$ cat src/rtl/alu_issue_ctrl.sv
// Issue/writeback controller for the 16-bit combinational ALU: IDLE -> READ -> EXEC -> IDLE.
// Optional retired-instruction counter output enabled by defining ISSUE_COUNT_EN.
module alu_issue_ctrl #(
   parameter int NREGS = 8,
   parameter int WIDTH = 16
) (
   input  logic             clk,
   input  logic             rst_n,
   input  logic             instr_valid,
   output logic             instr_ready,
   input  logic [15:0]      instr,
   input  logic             ext_wr_en,
   input  logic [2:0]       ext_wr_addr,
   input  logic [WIDTH-1:0] ext_wr_data,
   input  logic [2:0]       dbg_rd_addr,
   output logic [WIDTH-1:0] dbg_rd_data,
   output logic [WIDTH-1:0] alu_a,
   output logic [WIDTH-1:0] alu_b,
   output logic [2:0]       alu_operation,
   output logic             alu_operand,
   input  logic [WIDTH-1:0] alu_result,
   output logic             done,
   output logic [WIDTH-1:0] result_out,
   output logic             zero_flag
`ifdef ISSUE_COUNT_EN
   ,
   output logic [15:0]      retired_count
`endif
);

   localparam logic [1:0] ST_IDLE = 2'd0;
   localparam logic [1:0] ST_READ = 2'd1;
   localparam logic [1:0] ST_EXEC = 2'd2;

   logic [1:0]                   state_r;
   logic [1:0]                   state_nxt_s;
   logic [12:0]                  ir_r;
   logic [NREGS-1:0][WIDTH-1:0]  regs_r;
   logic [WIDTH-1:0]             alu_a_r;
   logic [WIDTH-1:0]             alu_b_r;
   logic [2:0]                   alu_operation_r;
   logic                         alu_operand_r;
   logic                         done_r;
   logic [WIDTH-1:0]             result_out_r;
   logic                         zero_flag_r;
   logic [2:0]                   ir_op_s;
   logic                         ir_operand_s;
   logic [2:0]                   ir_rd_s;
   logic [2:0]                   ir_rs1_s;
   logic [2:0]                   ir_rs2_s;
   logic                         unused_reserved_s;

   // R0 is hardwired to zero regardless of storage contents.
   function automatic logic [WIDTH-1:0] rf_read(input logic [NREGS-1:0][WIDTH-1:0] rf,
                                                input logic [2:0] idx);
      logic [WIDTH-1:0] val;
      if (idx == 3'd0) begin
         val = {WIDTH{1'b0}};
      end else begin
         val = rf[idx];
      end
      return val;
   endfunction

   function automatic logic is_zero(input logic [WIDTH-1:0] val);
      return (val == {WIDTH{1'b0}});
   endfunction

   assign ir_op_s           = ir_r[12:10];
   assign ir_operand_s      = ir_r[9];
   assign ir_rd_s           = ir_r[8:6];
   assign ir_rs1_s          = ir_r[5:3];
   assign ir_rs2_s          = ir_r[2:0];
   assign unused_reserved_s = ^instr[2:0];

   assign instr_ready   = (state_r == ST_IDLE);
   assign dbg_rd_data   = rf_read(regs_r, dbg_rd_addr);
   assign alu_a         = alu_a_r;
   assign alu_b         = alu_b_r;
   assign alu_operation = alu_operation_r;
   assign alu_operand   = alu_operand_r;
   assign done          = done_r;
   assign result_out    = result_out_r;
   assign zero_flag     = zero_flag_r;

   // Next-state decode; instructions are only accepted from IDLE.
   always_comb begin
      state_nxt_s = state_r;
      case (state_r)
         ST_IDLE: begin
            if (instr_valid) begin
               state_nxt_s = ST_READ;
            end else begin
               state_nxt_s = ST_IDLE;
            end
         end
         ST_READ: state_nxt_s = ST_EXEC;
         ST_EXEC: state_nxt_s = ST_IDLE;
         default: state_nxt_s = ST_IDLE;
      endcase
   end

   // State register.
   always_ff @(posedge clk or negedge rst_n) begin
      if (!rst_n) begin
         state_r <= ST_IDLE;
      end else begin
         state_r <= state_nxt_s;
      end
   end

   // Instruction register; the reserved low bits are never stored.
   always_ff @(posedge clk or negedge rst_n) begin
      if (!rst_n) begin
         ir_r <= 13'd0;
      end else if ((state_r == ST_IDLE) && instr_valid) begin
         ir_r <= instr[15:3];
      end
   end

   // Register file: preload only in IDLE, writeback only in EXEC, so the two never collide.
   always_ff @(posedge clk or negedge rst_n) begin
      if (!rst_n) begin
         regs_r <= {(NREGS*WIDTH){1'b0}};
      end else if ((state_r == ST_IDLE) && ext_wr_en && (ext_wr_addr != 3'd0)) begin
         regs_r[ext_wr_addr] <= ext_wr_data;
      end else if ((state_r == ST_EXEC) && (ir_rd_s != 3'd0)) begin
         regs_r[ir_rd_s] <= alu_result;
      end
   end

   // ALU operand/opcode registers; loaded in READ and held otherwise.
   always_ff @(posedge clk or negedge rst_n) begin
      if (!rst_n) begin
         alu_a_r         <= {WIDTH{1'b0}};
         alu_b_r         <= {WIDTH{1'b0}};
         alu_operation_r <= 3'd0;
         alu_operand_r   <= 1'b0;
      end else if (state_r == ST_READ) begin
         alu_a_r         <= rf_read(regs_r, ir_rs1_s);
         alu_b_r         <= rf_read(regs_r, ir_rs2_s);
         alu_operation_r <= ir_op_s;
         alu_operand_r   <= ir_operand_s;
      end
   end

   // Writeback outputs; result and flag update even when rd is R0.
   always_ff @(posedge clk or negedge rst_n) begin
      if (!rst_n) begin
         done_r       <= 1'b0;
         result_out_r <= {WIDTH{1'b0}};
         zero_flag_r  <= 1'b1;
      end else begin
         done_r <= (state_r == ST_EXEC);
         if (state_r == ST_EXEC) begin
            result_out_r <= alu_result;
            zero_flag_r  <= is_zero(alu_result);
         end
      end
   end

`ifdef ISSUE_COUNT_EN
   logic [15:0] retired_count_r;

   assign retired_count = retired_count_r;

   // Retired-instruction counter, wraps naturally at 16 bits.
   always_ff @(posedge clk or negedge rst_n) begin
      if (!rst_n) begin
         retired_count_r <= 16'd0;
      end else if (state_r == ST_EXEC) begin
         retired_count_r <= retired_count_r + 16'd1;
      end
   end
`endif

endmodule
$ cat config.mk
export PLATFORM = sky130hd
export DESIGN_NAME = alu_issue_ctrl
export DESIGN_NICKNAME = d
export VERILOG_FILES = /design/src/rtl/alu_issue_ctrl.sv
export SDC_FILE = /design/constraint.sdc
export NUM_CORES = 1
export LEC_CHECK = 0
export ABC_CLOCK_PERIOD_IN_PS = 6570
export CAP_MARGIN = 20
export CORE_ASPECT_RATIO = 1.4
export CORE_MARGIN = 5
export CORE_UTILIZATION = 40
export CTS_BUF_LIST = sky130_fd_sc_hd__clkbuf_16
export DETAILED_ROUTE_END_ITERATION = 16
export PLACE_DENSITY = 0.61
export REMOVE_ABC_BUFFERS = 1
export SLEW_MARGIN = 20
export SYNTH_ARGS = -nofsm -noshare
export SYNTH_HDL_FRONTEND = slang
export SYNTH_SLANG_ARGS = --single-unit
$ cat constraint.sdc
create_clock -name clk -period 6.57 [get_ports clk]
set_clock_uncertainty 0.2 [all_clocks]
set_input_delay 1.314 -clock clk [delete_from_list [all_inputs] [get_ports clk]]
set_output_delay 1.314 -clock clk [all_outputs]
set_load 0.1 [all_outputs]
==> flow_summary.json <==
{
  "crit_buf_inv": 3,
  "crit_family": "buffers and inverters",
  "grt_usage": 0.2473,
  "ys_async_sr_fraction": 1.000,
  "core_area_um2": 26010,
  "path_clk_slew_ns": 0.07,
  "met1Wirelength_um": 14280,
  "root_buffer": "clkbuf_16",
  "p_comb_frac": 0.515,
  "drc": 0,
  "clk_latency_ns": 0.46,
  "p_sw_mw": 3.095,
  "routed_wl_um": 36410,
  "dpl.hpwl_um": 22370,
  "area_delta_synth_final_pct": 20.78,
  "rrSetupSlack_ns": 3.19,
  "crit_chain": "clkdlybuf4s50_1 > buf_4 > mux2_2 > a221oi_1 > a21oi_1 > buf_12",
  "slew_violations": 0,
  "finalPower_mw": 6.315,
  "syn_area_per_cell_um2": 10.10,
  "final_common_cell": "nand2_1",
  "start_util": 0.4049,
  "crit_start": "dbg_rd_addr[1]",
  "netlist_area_um2": 10530,
  "cp-start-kind": "primary input",
  "grt_pass1_vias": 9093,
  "clockBufferDepth": 2,
  "worstSetupPathType": "primary input to output pin",
  "stdcell_area_um2": 12720,
  "p_int_mw": 3.219,
  "synth_seq_cells": 181,
  "finalNetCount": 1186,
  "status": "finished clean",
  "worstPathMaxFanout": 15,
  "hold_ws_ns": 0.2689,
  "dieArea_um2": 29720,
  "ir_worst_vdd_uv": 317.4,
  "endpoint": "dbg_rd_data[8]",
  "worst-path-stages": 6,
  "io_buffer_count": 125,
  "holdBufCountCts": 0,
  "fin_setup_tns_ns": 0,
  "fin_util": 0.4890,
  "clkPwrFrac": 0.164,
  "maxCapViolCount": 0,
  "wl_per_cell_um": 24.85,
  "synthDistinctLibCells": 53,
  "numCtsBuffers": 17,
  "grt_start_max_net_pins": 121,
  "drtIter0Drc": 958,
  "cts_tree": "yes",
  "fin_crit_ns": 5.119,
  "firstDrtPassIters": 8,
  "vias": 8932,
  "setup_viol": 0,
  "h-tree-depth": 4,
  "worst_pin_slew_ns": 1.246,
  "rsz0062_at_grt": "false",
  "min_period_over_period": 0.7791,
  "worstReg2RegStart": "state_r[0]",
  "required_ns": 5.06,
  "gp_congestion": 0.8587,
  "die_h_um": 202.0,
  "ys_warn_count": 0,
  "overflow": 0,
  "cp.arrival_ns": 3.60,
  "met3WireLength_um": 2982,
  "max_clock_freq_mhz": 195.4,
  "hold_violations": 0,
  "num_antenna_cells": 0,
  "p_sw_frac": 0.4902,
  "slowest_delay_ns": 0.88,
  "grt_first_pass_wirelength_um": 56250,
  "num_rows": 70,
  "post_cts_buffers": 0,
  "r2r-end": "regs_r[55]",
  "vias_per_cell": 6.097,
  "r2r_cells": 5,
  "end_kind": "output pin",
  "synth-edff-count": 0,
  "die_x_um": 147.1,
  "ys_seq_area_frac": 0.4302,
  "ant_nets": 0,
  "maxSlewHeadroom": 0.1690,
  "io_pins": 129,
  "hp-class": "register to register",
  "antenna_found_initial": 0,
  "cts_resized": 0,
  "clkSinkCount": 181,
  "crit_slowest_cell": "clkdlybuf4s50_1",
  "synthFlopType": "dfrtp_1",
  "met2_wirelength_um": 17670,
  "p_per_area_nw_per_um2": 496.4,
  "final_cell_mix": "nand2_1 (241), dfrtp_1 (178), inv_1 (115)",
  "p_leak_nw": 5.345,
  "power_frac_seq": 0.321,
  "drive_above_1_share": 0.1735,
  "place_area_um2": 12120,
  "highest_layer": "met4",
  "synthCells": 1043
}
==> cell type report <==
type	count	area, um^2
fill	2354	13290
multi-input combinational	666	5174
sequential	181	4533
timing repair buffer	146	1578
inverter	116	437.9
clock buffer	17	425.4
tap	324	405.4
clock inverter	15	166.4
==> Yosys cell counts (all sizes together), types with 2 or more instances <==
master   instances  area [um^2]
mux2            43        521.8
or2              4        25.02
nand2b          11        71.32
nor2             8        47.55
mux2i           38        380.4
and2             3        21.27
a221oi          19        166.4
o22ai           33        219.0
o221ai          96        903.4
nor3             4        36.29
nand2          242        915.9
buf             42        264.0
dfrtp          180         4504
o21ai           40        203.9
a22o            16        140.1
a21oi           44        220.2
mux4            45         1013
nor3b            2        31.28
nor4             6        67.56
o2111ai          3        56.31
clkbuf          38        143.9
inv            116        437.9
==> cells by family after synthesis <==
family	after synthesis	share of synthesized area
compound gates	255	0.1880
simple gates	285	0.1196
buf+inv	196	0.08031
flops	181	0.4302
mux	126	0.1819
==> worst min-delay path by stage <==
stage,from,end,depth (start not counted)
after global routing,ir_r[10],alu_operation[0],2
after floorplan,ir_r[9],alu_operand,2
after global placement,ir_r[12],alu_operation[2],2
after CTS,ir_r[12],alu_operation[2],2
after detailed placement,ir_r[12],alu_operation[2],2
final,ir_r[12],alu_operation[2],2
==> worst register-to-register path: stages (launching register included) <==
cell       delay (ns)
dfrtp_1          0.53
nand4bb_1        0.64
nor3b_4          0.31
buf_4            0.35
or2_1            0.88
o221ai_1         0.28
==> power by group through the flow <==
stage	Combinational, mW	Sequential, mW	Clock [mW]
floorplan	1.39	2.91	0
global placement	3.21	2.01	0
detailed placement	3.25	2.04	0
CTS	3.26	2.02	1.05
global route	3.44	2.09	1.09
finish	3.25	2.03	1.04
==> layer usage <==
| layer | GRT usage | vias to the layer above |
|---|---|---|
| li1 | - | 3940 |
| met1 | 0.3198 | 4429 |
| met4 | 0.1086 | 0 |
| met5 | 0 | - |
| met2 | 0.4024 | 462 |
| met3 | 0.05091 | 101 |
==> stage by stage <==
stage,setup WS [ns],cells
after floorplan,1.474,963
after global placement,1.511,1433
after detailed placement,1.473,1433
after CTS,1.492,1465
after global routing,1.387,1465
final,1.451,1465
==> flip-flops by register name, indices dropped and copies added, names as in the netlist, 2 cells and up <==
name and count:
ir_r 13, alu_a 16, result_out 16, alu_operation 3, alu_b 16, regs_r 112, state_r 2
Note: power is estimated with default switching activity, not from simulation.
